===== config.mk =====
export PLATFORM = sky130hd
export DESIGN_NAME = dpram_port_arbiter
export DESIGN_NICKNAME = d
export VERILOG_FILES = /design/src/rtl/dpram_arb_pkg.sv /design/src/rtl/rr_arb2.sv /design/src/rtl/dpram_port_arbiter.sv
export SDC_FILE = /design/constraint.sdc
export NUM_CORES = 1
export LEC_CHECK = 0
export CORE_MARGIN = 2
export CORE_UTILIZATION = 39
export CTS_BUF_LIST = sky130_fd_sc_hd__clkbuf_4 sky130_fd_sc_hd__clkbuf_8 sky130_fd_sc_hd__clkbuf_16
export CTS_CLUSTER_SIZE = 10
export DETAILED_ROUTE_END_ITERATION = 8
export PLACE_DENSITY = 0.86
export SLEW_MARGIN = 20
export SYNTH_ARGS = -nofsm -noshare
export SYNTH_HDL_FRONTEND = slang
export SYNTH_SLANG_ARGS = --single-unit

===== constraint.sdc =====
create_clock -name clk -period 2.61 [get_ports clk]
set_input_delay 0.522 -clock clk [delete_from_list [all_inputs] [get_ports clk]]
set_output_delay 0.522 -clock clk [all_outputs]
set_load 0.005 [all_outputs]

===== src/rtl/dpram_arb_pkg.sv =====
// Shared constants for the two-requester port-B arbiter of the dual-port block RAM.
package dpram_arb_pkg;

    localparam int LOCK_CNT_W = 8;

    localparam logic REQ0 = 1'b0;
    localparam logic REQ1 = 1'b1;

    typedef enum logic {
        UNLOCKED = 1'b0,
        LOCKED   = 1'b1
    } lock_st_e;

endpackage


===== src/rtl/rr_arb2.sv =====
// Two-way round-robin grant. While a lock is held, only the lock owner can be granted.
module rr_arb2
    import dpram_arb_pkg::*;
(
    input  logic       clk,
    input  logic       rst,
    input  logic [1:0] req,
    input  logic       locked,
    input  logic       owner,
    output logic [1:0] gnt,
    output logic       gnt_id
);

    logic last_owner;

    always_comb begin
        gnt    = 2'b00;
        gnt_id = REQ0;
        if (!rst) begin
            if (locked) begin
                if (req[owner]) begin
                    gnt_id      = owner;
                    gnt[owner]  = 1'b1;
                end
            end else if (req[0] && req[1]) begin
                // On contention, the requester that did not win last time gets the port.
                gnt_id      = (last_owner == REQ0) ? REQ1 : REQ0;
                gnt[gnt_id] = 1'b1;
            end else if (req[0]) begin
                gnt_id = REQ0;
                gnt[0] = 1'b1;
            end else if (req[1]) begin
                gnt_id = REQ1;
                gnt[1] = 1'b1;
            end
        end
    end

    always_ff @(posedge clk) begin
        if (rst) begin
            last_owner <= REQ1;
        end else if (|gnt) begin
            last_owner <= gnt_id;
        end
    end

endmodule


===== src/rtl/dpram_port_arbiter.sv =====
// Shares RAM port B between requesters R0 and R1: round-robin per access, optional burst lock,
// with a registered read-return path that tags each read with its requester.
module dpram_port_arbiter
    import dpram_arb_pkg::*;
#(
    parameter int DATA_W   = 16,
    parameter int ADDR_W   = 13,
    parameter int LOCK_MAX = 64
) (
    input  logic              clk,
    input  logic              rst,
    input  logic              r0_req,
    input  logic              r0_we,
    input  logic              r0_lock,
    input  logic [ADDR_W-1:0] r0_addr,
    input  logic [DATA_W-1:0] r0_wdata,
    output logic              r0_gnt,
    output logic              r0_rvalid,
    output logic [DATA_W-1:0] r0_rdata,
    input  logic              r1_req,
    input  logic              r1_we,
    input  logic              r1_lock,
    input  logic [ADDR_W-1:0] r1_addr,
    input  logic [DATA_W-1:0] r1_wdata,
    output logic              r1_gnt,
    output logic              r1_rvalid,
    output logic [DATA_W-1:0] r1_rdata,
    output logic              ram_we,
    output logic [ADDR_W-1:0] ram_addr,
    output logic [DATA_W-1:0] ram_wdata,
    input  logic [DATA_W-1:0] ram_rdata
);

    localparam logic [LOCK_CNT_W-1:0] LOCK_MAX_C = LOCK_CNT_W'(LOCK_MAX);

    logic [1:0]            gnt;
    logic                  gnt_id;
    logic                  any_gnt;
    lock_st_e              lock_st;
    logic                  lock_owner;
    logic [LOCK_CNT_W-1:0] lock_cnt;
    logic [LOCK_CNT_W-1:0] lock_cnt_inc;
    logic                  sel_we;
    logic                  sel_lock;
    logic [ADDR_W-1:0]     sel_addr;
    logic [DATA_W-1:0]     sel_wdata;
    logic                  owner_req;
    logic                  owner_lock;
    logic [ADDR_W-1:0]     addr_hold;

    logic                  vld_p0;
    logic                  id_p0;
    logic [1:0]            rvalid_p1;
    logic [DATA_W-1:0]     rdata0_p1;
    logic [DATA_W-1:0]     rdata1_p1;

    rr_arb2 u_arb (
        .clk    (clk),
        .rst    (rst),
        .req    ({r1_req, r0_req}),
        .locked (lock_st == LOCKED),
        .owner  (lock_owner),
        .gnt    (gnt),
        .gnt_id (gnt_id)
    );

    assign any_gnt      = |gnt;
    assign sel_we       = (gnt_id == REQ1) ? r1_we    : r0_we;
    assign sel_lock     = (gnt_id == REQ1) ? r1_lock  : r0_lock;
    assign sel_addr     = (gnt_id == REQ1) ? r1_addr  : r0_addr;
    assign sel_wdata    = (gnt_id == REQ1) ? r1_wdata : r0_wdata;
    assign owner_req    = (lock_owner == REQ1) ? r1_req  : r0_req;
    assign owner_lock   = (lock_owner == REQ1) ? r1_lock : r0_lock;
    assign lock_cnt_inc = lock_cnt + 1'b1;

    assign r0_gnt    = gnt[0];
    assign r1_gnt    = gnt[1];
    assign ram_we    = any_gnt & sel_we;
    // Holding the last address keeps the RAM's registered read output stable when idle.
    assign ram_addr  = any_gnt ? sel_addr  : addr_hold;
    assign ram_wdata = any_gnt ? sel_wdata : '0;

    always_ff @(posedge clk) begin
        if (rst) begin
            lock_st    <= UNLOCKED;
            lock_owner <= REQ0;
            lock_cnt   <= '0;
            addr_hold  <= '0;
        end else begin
            if (any_gnt) begin
                addr_hold <= sel_addr;
            end
            if (lock_st == UNLOCKED) begin
                // A limit of one grant means the lock expires as soon as it is taken.
                if (any_gnt && sel_lock && (LOCK_MAX_C > 8'd1)) begin
                    lock_st    <= LOCKED;
                    lock_owner <= gnt_id;
                    lock_cnt   <= 8'd1;
                end
            end else if (any_gnt) begin
                if (!sel_lock || (lock_cnt_inc >= LOCK_MAX_C)) begin
                    lock_st  <= UNLOCKED;
                    lock_cnt <= '0;
                end else begin
                    lock_cnt <= lock_cnt_inc;
                end
            end else if (!owner_req && !owner_lock) begin
                lock_st  <= UNLOCKED;
                lock_cnt <= '0;
            end
        end
    end

    // Stage p0: read tag captured on the grant edge, RAM registers the address
    always_ff @(posedge clk) begin
        if (rst) begin
            vld_p0 <= 1'b0;
            id_p0  <= REQ0;
        end else begin
            vld_p0 <= any_gnt & ~sel_we;
            id_p0  <= gnt_id;
        end
    end

    // Stage p1: RAM data captured into the tagged requester's return register
    always_ff @(posedge clk) begin
        if (rst) begin
            rvalid_p1 <= 2'b00;
            rdata0_p1 <= '0;
            rdata1_p1 <= '0;
        end else begin
            rvalid_p1[0] <= vld_p0 & (id_p0 == REQ0);
            rvalid_p1[1] <= vld_p0 & (id_p0 == REQ1);
            if (vld_p0 && (id_p0 == REQ0)) begin
                rdata0_p1 <= ram_rdata;
            end
            if (vld_p0 && (id_p0 == REQ1)) begin
                rdata1_p1 <= ram_rdata;
            end
        end
    end

    assign r0_rvalid = rvalid_p1[0];
    assign r1_rvalid = rvalid_p1[1];
    assign r0_rdata  = rdata0_p1;
    assign r1_rdata  = rdata1_p1;

endmodule


* Word-level counts from Yosys, hierarchy flattened
Index checks and enable logic that the tools add are counted.
** Word-level totals
- Flip-flop bits (word level) :: 60
- Input bits :: 82
- Output and inout port bits :: 66
** Operators by class
- $add $sub $neg :: 1
- Magnitude comparators :: 5
- Equality and inequality tests :: 1
- Muxes and demuxes :: 35
- Bitwise gates (word level) :: 7
- Reduce and logical (&&, ||, !) cells :: 15
** Operators by type and width (number)
- $mux W8 :: 5
- $mux W16 :: 2
- $mux W13 :: 2
- $mux W1 :: 20
- $add A8 B1 Y8 const B :: 1
- $ge A8 B7 Y1 const B :: 1
- $mux W2 :: 4
- $logic_and A1 B1 Y1 :: 7
- $and A1 B1 Y1 :: 4
- $lt A1 B2 Y1 const B :: 2
- $reduce_and A2 Y1 :: 2
- $logic_not A1 Y1 :: 3
- $ne A3 B2 Y1 const B :: 1
- $not A1 Y1 :: 3
- $demux W1 S1 :: 2
- $ge A1 B1 Y1 const B :: 2
- $reduce_bool A2 Y1 :: 1
- $reduce_or A2 Y1 :: 1
- $logic_or A1 B1 Y1 :: 1

* Logic depth before layout (Yosys ltp)
- Depth after elaboration :: 12
- Gate-level depth with buffers :: 9
- Gate-level depth less buffers :: 6

* Modules after synthesis
A second synthesis with hierarchy kept.
** Second synthesis, totals
- Cells, all modules :: 336
- Area, all modules :: 2730.1 um^2
** By module, submodules not included
- dpram_port_arbiter :: times used 1, cells an instance 325, area each 2637.5 um^2
- rr_arb2 :: times used 1, cells an instance 11, area each 92.6 um^2

* Worst setup path after synthesis
OpenSTA, ideal clock, no wires.
- Path type :: in2out
- From :: in rst
- To :: out ram_wdata[10]
- Arrival :: 1823 ps
- Path slack :: 265 ps
- Cell stages on the path :: 8
- Path buffers :: 4
- Path through :: clkbuf_2 nand2b_1 or3_1 buf_2 clkinv_2 buf_6 buf_4 a22o_1
** Between the ends
- Word-level cells in the longest chain between the ends :: 3
- Elaborated cells on any way between the ends :: 5
- Those cells by class :: mux (4); reduce/logical (1)
** Ends and longest elaborated chain
- start, declared :: RTL line dpram_port_arbiter.sv:11 : input logic rst,
- $mux W2 :: RTL line rr_arb2.sv:19 : if (!rst) begin
- via r1_gnt :: RTL line dpram_port_arbiter.sv:25 : output logic r1_gnt,
- $reduce_or A2 Y1 :: RTL line dpram_port_arbiter.sv:67 : assign any_gnt = |gnt;
- $mux W16 :: RTL line dpram_port_arbiter.sv:81 : assign ram_wdata = any_gnt ? sel_wdata : '0;
- end, declared :: RTL line dpram_port_arbiter.sv:30 : output logic [DATA_W-1:0] ram_wdata,
The timed path passes the listed nets, and every way through them passes these cells.

* Final worst setup path
- From :: reg lock_owner
- To :: out ram_addr[3]
** Between the ends
- Word-level cells in the longest chain between the ends :: 9
- Elaborated cells on any way between the ends :: 16
- Those cells by class :: order compare (2); mux (12); reduce/logical (2)
** Ends and longest elaborated chain
- start, declared :: RTL line dpram_port_arbiter.sv:40 : logic lock_owner;
- start signal, assigned :: RTL line dpram_port_arbiter.sv:97 : lock_owner <= gnt_id;
- $lt A1 B2 Y1 (not written as such) or $ge A1 B1 Y1 (tied branches) :: RTL line rr_arb2.sv:23 : gnt[owner] = 1'b1;
- $logic_and A1 B1 Y1 (not written as such) :: RTL line rr_arb2.sv:23
- $mux W1 (not written as such) :: RTL line rr_arb2.sv:23
- $demux W1 S1
- $mux W2 :: RTL line rr_arb2.sv:21 : if (req[owner]) begin
- $mux W2 :: RTL line rr_arb2.sv:20 : if (locked) begin
- $mux W2 :: RTL line rr_arb2.sv:19
- $reduce_or A2 Y1 :: RTL line dpram_port_arbiter.sv:67
- $mux W13 * :: RTL line dpram_port_arbiter.sv:80 : assign ram_addr = any_gnt ? sel_addr : addr_hold;
- end, declared :: RTL line dpram_port_arbiter.sv:29 : output logic [ADDR_W-1:0] ram_addr,
Mark *: on every way between the ends. The rest lies on a longest branch, timed or not. The select of a mux whose other input is x is not followed.

==> qor.yml <==
outcome:
  status: "finished, final reports clean"
routing:
  wire_per_inst_um: 17.2
  drc: 0
  postRouteAntennaNets: 0
  drt_iter0_drc: 245
  via_per_inst: 5.55
  finalWirelength_mm: 10.1
  vias: 3248
  drt_pass1_iterations: 5
setup_path:
  rr_worst_depth: 10
  cp.required_ps: 2090
  crit_fanout: 7
  r2r-start: "lock_owner"
  reg2reg_slack_ps: 560
  crit_type: "register to output pin"
  cp-start-kind: "register"
  endpoint_kind: "output pin"
  r2r-end: "lock_cnt[1]"
  critPathArrivalTime_ps: 2050
sta:
  tightest_slew_ps: 678
  clock_skew_ps: 6.13
  timing.fmax_mhz: 389
  fin_hold_ws_ps: 455
  min_period_ps: 2570
  worst_slack_ps: 40.5
  slew_headroom_pct: 54.8
  hold_viol_final: 0
  setup_viol: 0
  period_share_pct: 98.4
  tns_ps: 0
  rsz0062_at_grt: "true"
  slew_violations: 0
finish:
  nets: 584
  utilization_pct: 69.4
  insertedDiodeCount: 0
  drive_gt1_share_pct: 17.8
  final_area_mm2: 0.00469
  area_growth_syn_to_layout_pct: 73.2
  finalNonFillerCells: 585
yosys:
  avgSynthCellArea_um2: 8.16
  syn_inst: 332
  ys_seq_area_share_pct: 44.4
  synth_top_flop_cell: "dfxtp_1"
  synth.largest_area_cell: "dfxtp_1"
  synth_cell_types: 50
  synth_edf_count: 0
  synth-seq-cells: 60
  syn-cell-area_mm2: 0.00271
  yosys-top-cells-area: "dfxtp_1, nand2_1, a21oi_1"
  syn_nets: 415
  async_reset_ff_share_pct: 0
  yosysWarnings: 0
  yosysTopAreaCellShare_pct: 44.4
floorplanning:
  core_area_mm2: 0.00676
  die_w_um: 87.3
  io_pins: 148
  start_util_pct: 40.1
  dieArea_mm2: 0.00762
  row_count: 30
  die_h_um: 87.3
pwr:
  ir_worst_vdd_v: 0.000262
  powerDensity_mw_per_mm2: 500
  leakage_nw: 1.93
  power_mw: 2.34
cts:
  insertion_delay_ps: 340
  cts_root_buffer: "clkbuf_8"
  h-tree-depth: 3
  numCtsBuffers: 9
  cts.path.max_buffers: 2
  path_clk_slew_ps: 70
  cts.sinks: 60
  cts_tree: "yes"
run:
  cap_viol_max_count: 0
placed_design:
  dp.cells: 554
  io_buffers: 147
  pre_cts_slack_ps: -548
  dpl.hpwl_mm: 6.65
  placed_area_mm2: 0.00431
  gp_congestion: 0.886
global_route:
  overflow: 0
  antenna_found_initial: 0
  grt_pass1_vias: 3212
  grt_max_degree: 39
  grt_pass1_wl_mm: 15.3
  grt.total_usage_pct: 26.0
worst_hold_path:
  hp-class: "register to register"
  holdPathStages: 2
  hold_path_startpoint: "r0_rdata[11]"
  holdPathEnd: "r0_rdata[11]"
==> synth_stat cells, drive strengths merged, types with 2 or more instances <==
cell	number
nor3	3
o21ai	8
o221ai	2
clkbuf	11
a22oi	13
and3	2
nor3b	3
a22o	17
buf	13
o211ai	2
and2	14
inv	8
a21oi	39
nand2b	2
nand2	84
or3	3
nand4	2
nor2	8
nand3	15
dfxtp	60
o311ai	2
==> routing by layer <==
metal  share of wire [%]  track usage (%)
met1                  36             26.6
met2                  53             48.6
met4                 3.5             12.4
met3                 7.3             6.82
met5                   0                0
==> kinds of logic (layout without fill, tap and decap cells) <==
group | after synthesis | count (layout) | synth area share, %
simple gates | 142 | 142 | 24.1
xor+xnor | 1 | 1 | 0.324
fa+ha+maj | 1 | 1 | 0.462
buf+inv | 33 | 206 | 6.33
compound gates | 95 | 95 | 24.4
flops | 60 | 60 | 44.4
==> worst max-delay path: stages, from the launching register on <==
cell and delay [ps]:
dfxtp_2 320, buf_4 130, a21bo_1 170, or3_4 410, buf_6 140, buf_12 120
buf_8 130, nand3_1 80, nand2_1 60, buf_2 140
==> worst max path at each step <==
stage / startpoint / end / slack, ps / cells past startpoint
3_5_place_dp: r0_req / ram_wdata[8] / -550 / 6
5_1_grt: lock_owner / ram_addr[3] / -20 / 9
4_1_cts: lock_owner / ram_addr[10] / -70 / 9
3_3_place_gp: r0_req / ram_wdata[8] / -510 / 6
2_1_floorplan: rst / ram_wdata[10] / 270 / 8
6_report: lock_owner / ram_addr[3] / 40 / 9
==> registers in the layout, summed over array words and instances, names as in the netlist <==
| name | cells |
|---|---|
| addr_hold | 13 |
| id_p0 | 1 |
| lock_cnt | 8 |
| lock_owner | 1 |
| lock_st | 1 |
| r0_rdata | 16 |
| r1_rdata | 16 |
| rvalid_p1 | 2 |
| u_arb.last_owner | 1 |
| vld_p0 | 1 |
==> power breakdown <==
group / switching, mW / internal, mW
registers: 0.0213 / 0.955
clock network: 0.367 / 0.486
logic: 0.214 / 0.302
==> cell type report <==
class	count	area, um2
Clock buffer	11	151
Fill cell	488	2070
Tap cell	80	100
Inverter	9	46.3
Clock inverter	4	48.8
Multi-Input combinational cell	239	1380
Timing Repair Buffer	180	1730
Sequential cell	60	1210
Timing Repair inverter	2	27.5
==> timing repair <==
action,4_1_cts,5_1_grt
gates resized for setup,82,21
gates cloned,4,0
buffers inserted,11,1
setup endpoints to repair,32,16
hold buffers,0,0
pin swaps,2,5
==> cell usage in the layout (no fill, tap or decap), types with 3 or more instances in the layout <==
cell type,instances
buf_12,4
nor3_1,3
buf_6,3
clkbuf_2,11
buf_2,6
a22oi_1,13
clkdlybuf4s50_1,112
nand3_1,13
nor2_1,8
dlygate4sd2_1,17
buf_4,23
a22o_1,16
nand2_1,83
o21ai_0,7
dfxtp_1,57
a21oi_1,38
inv_1,7
clkbuf_8,11
and2_1,14
Power figures use the tool's default switching activity.
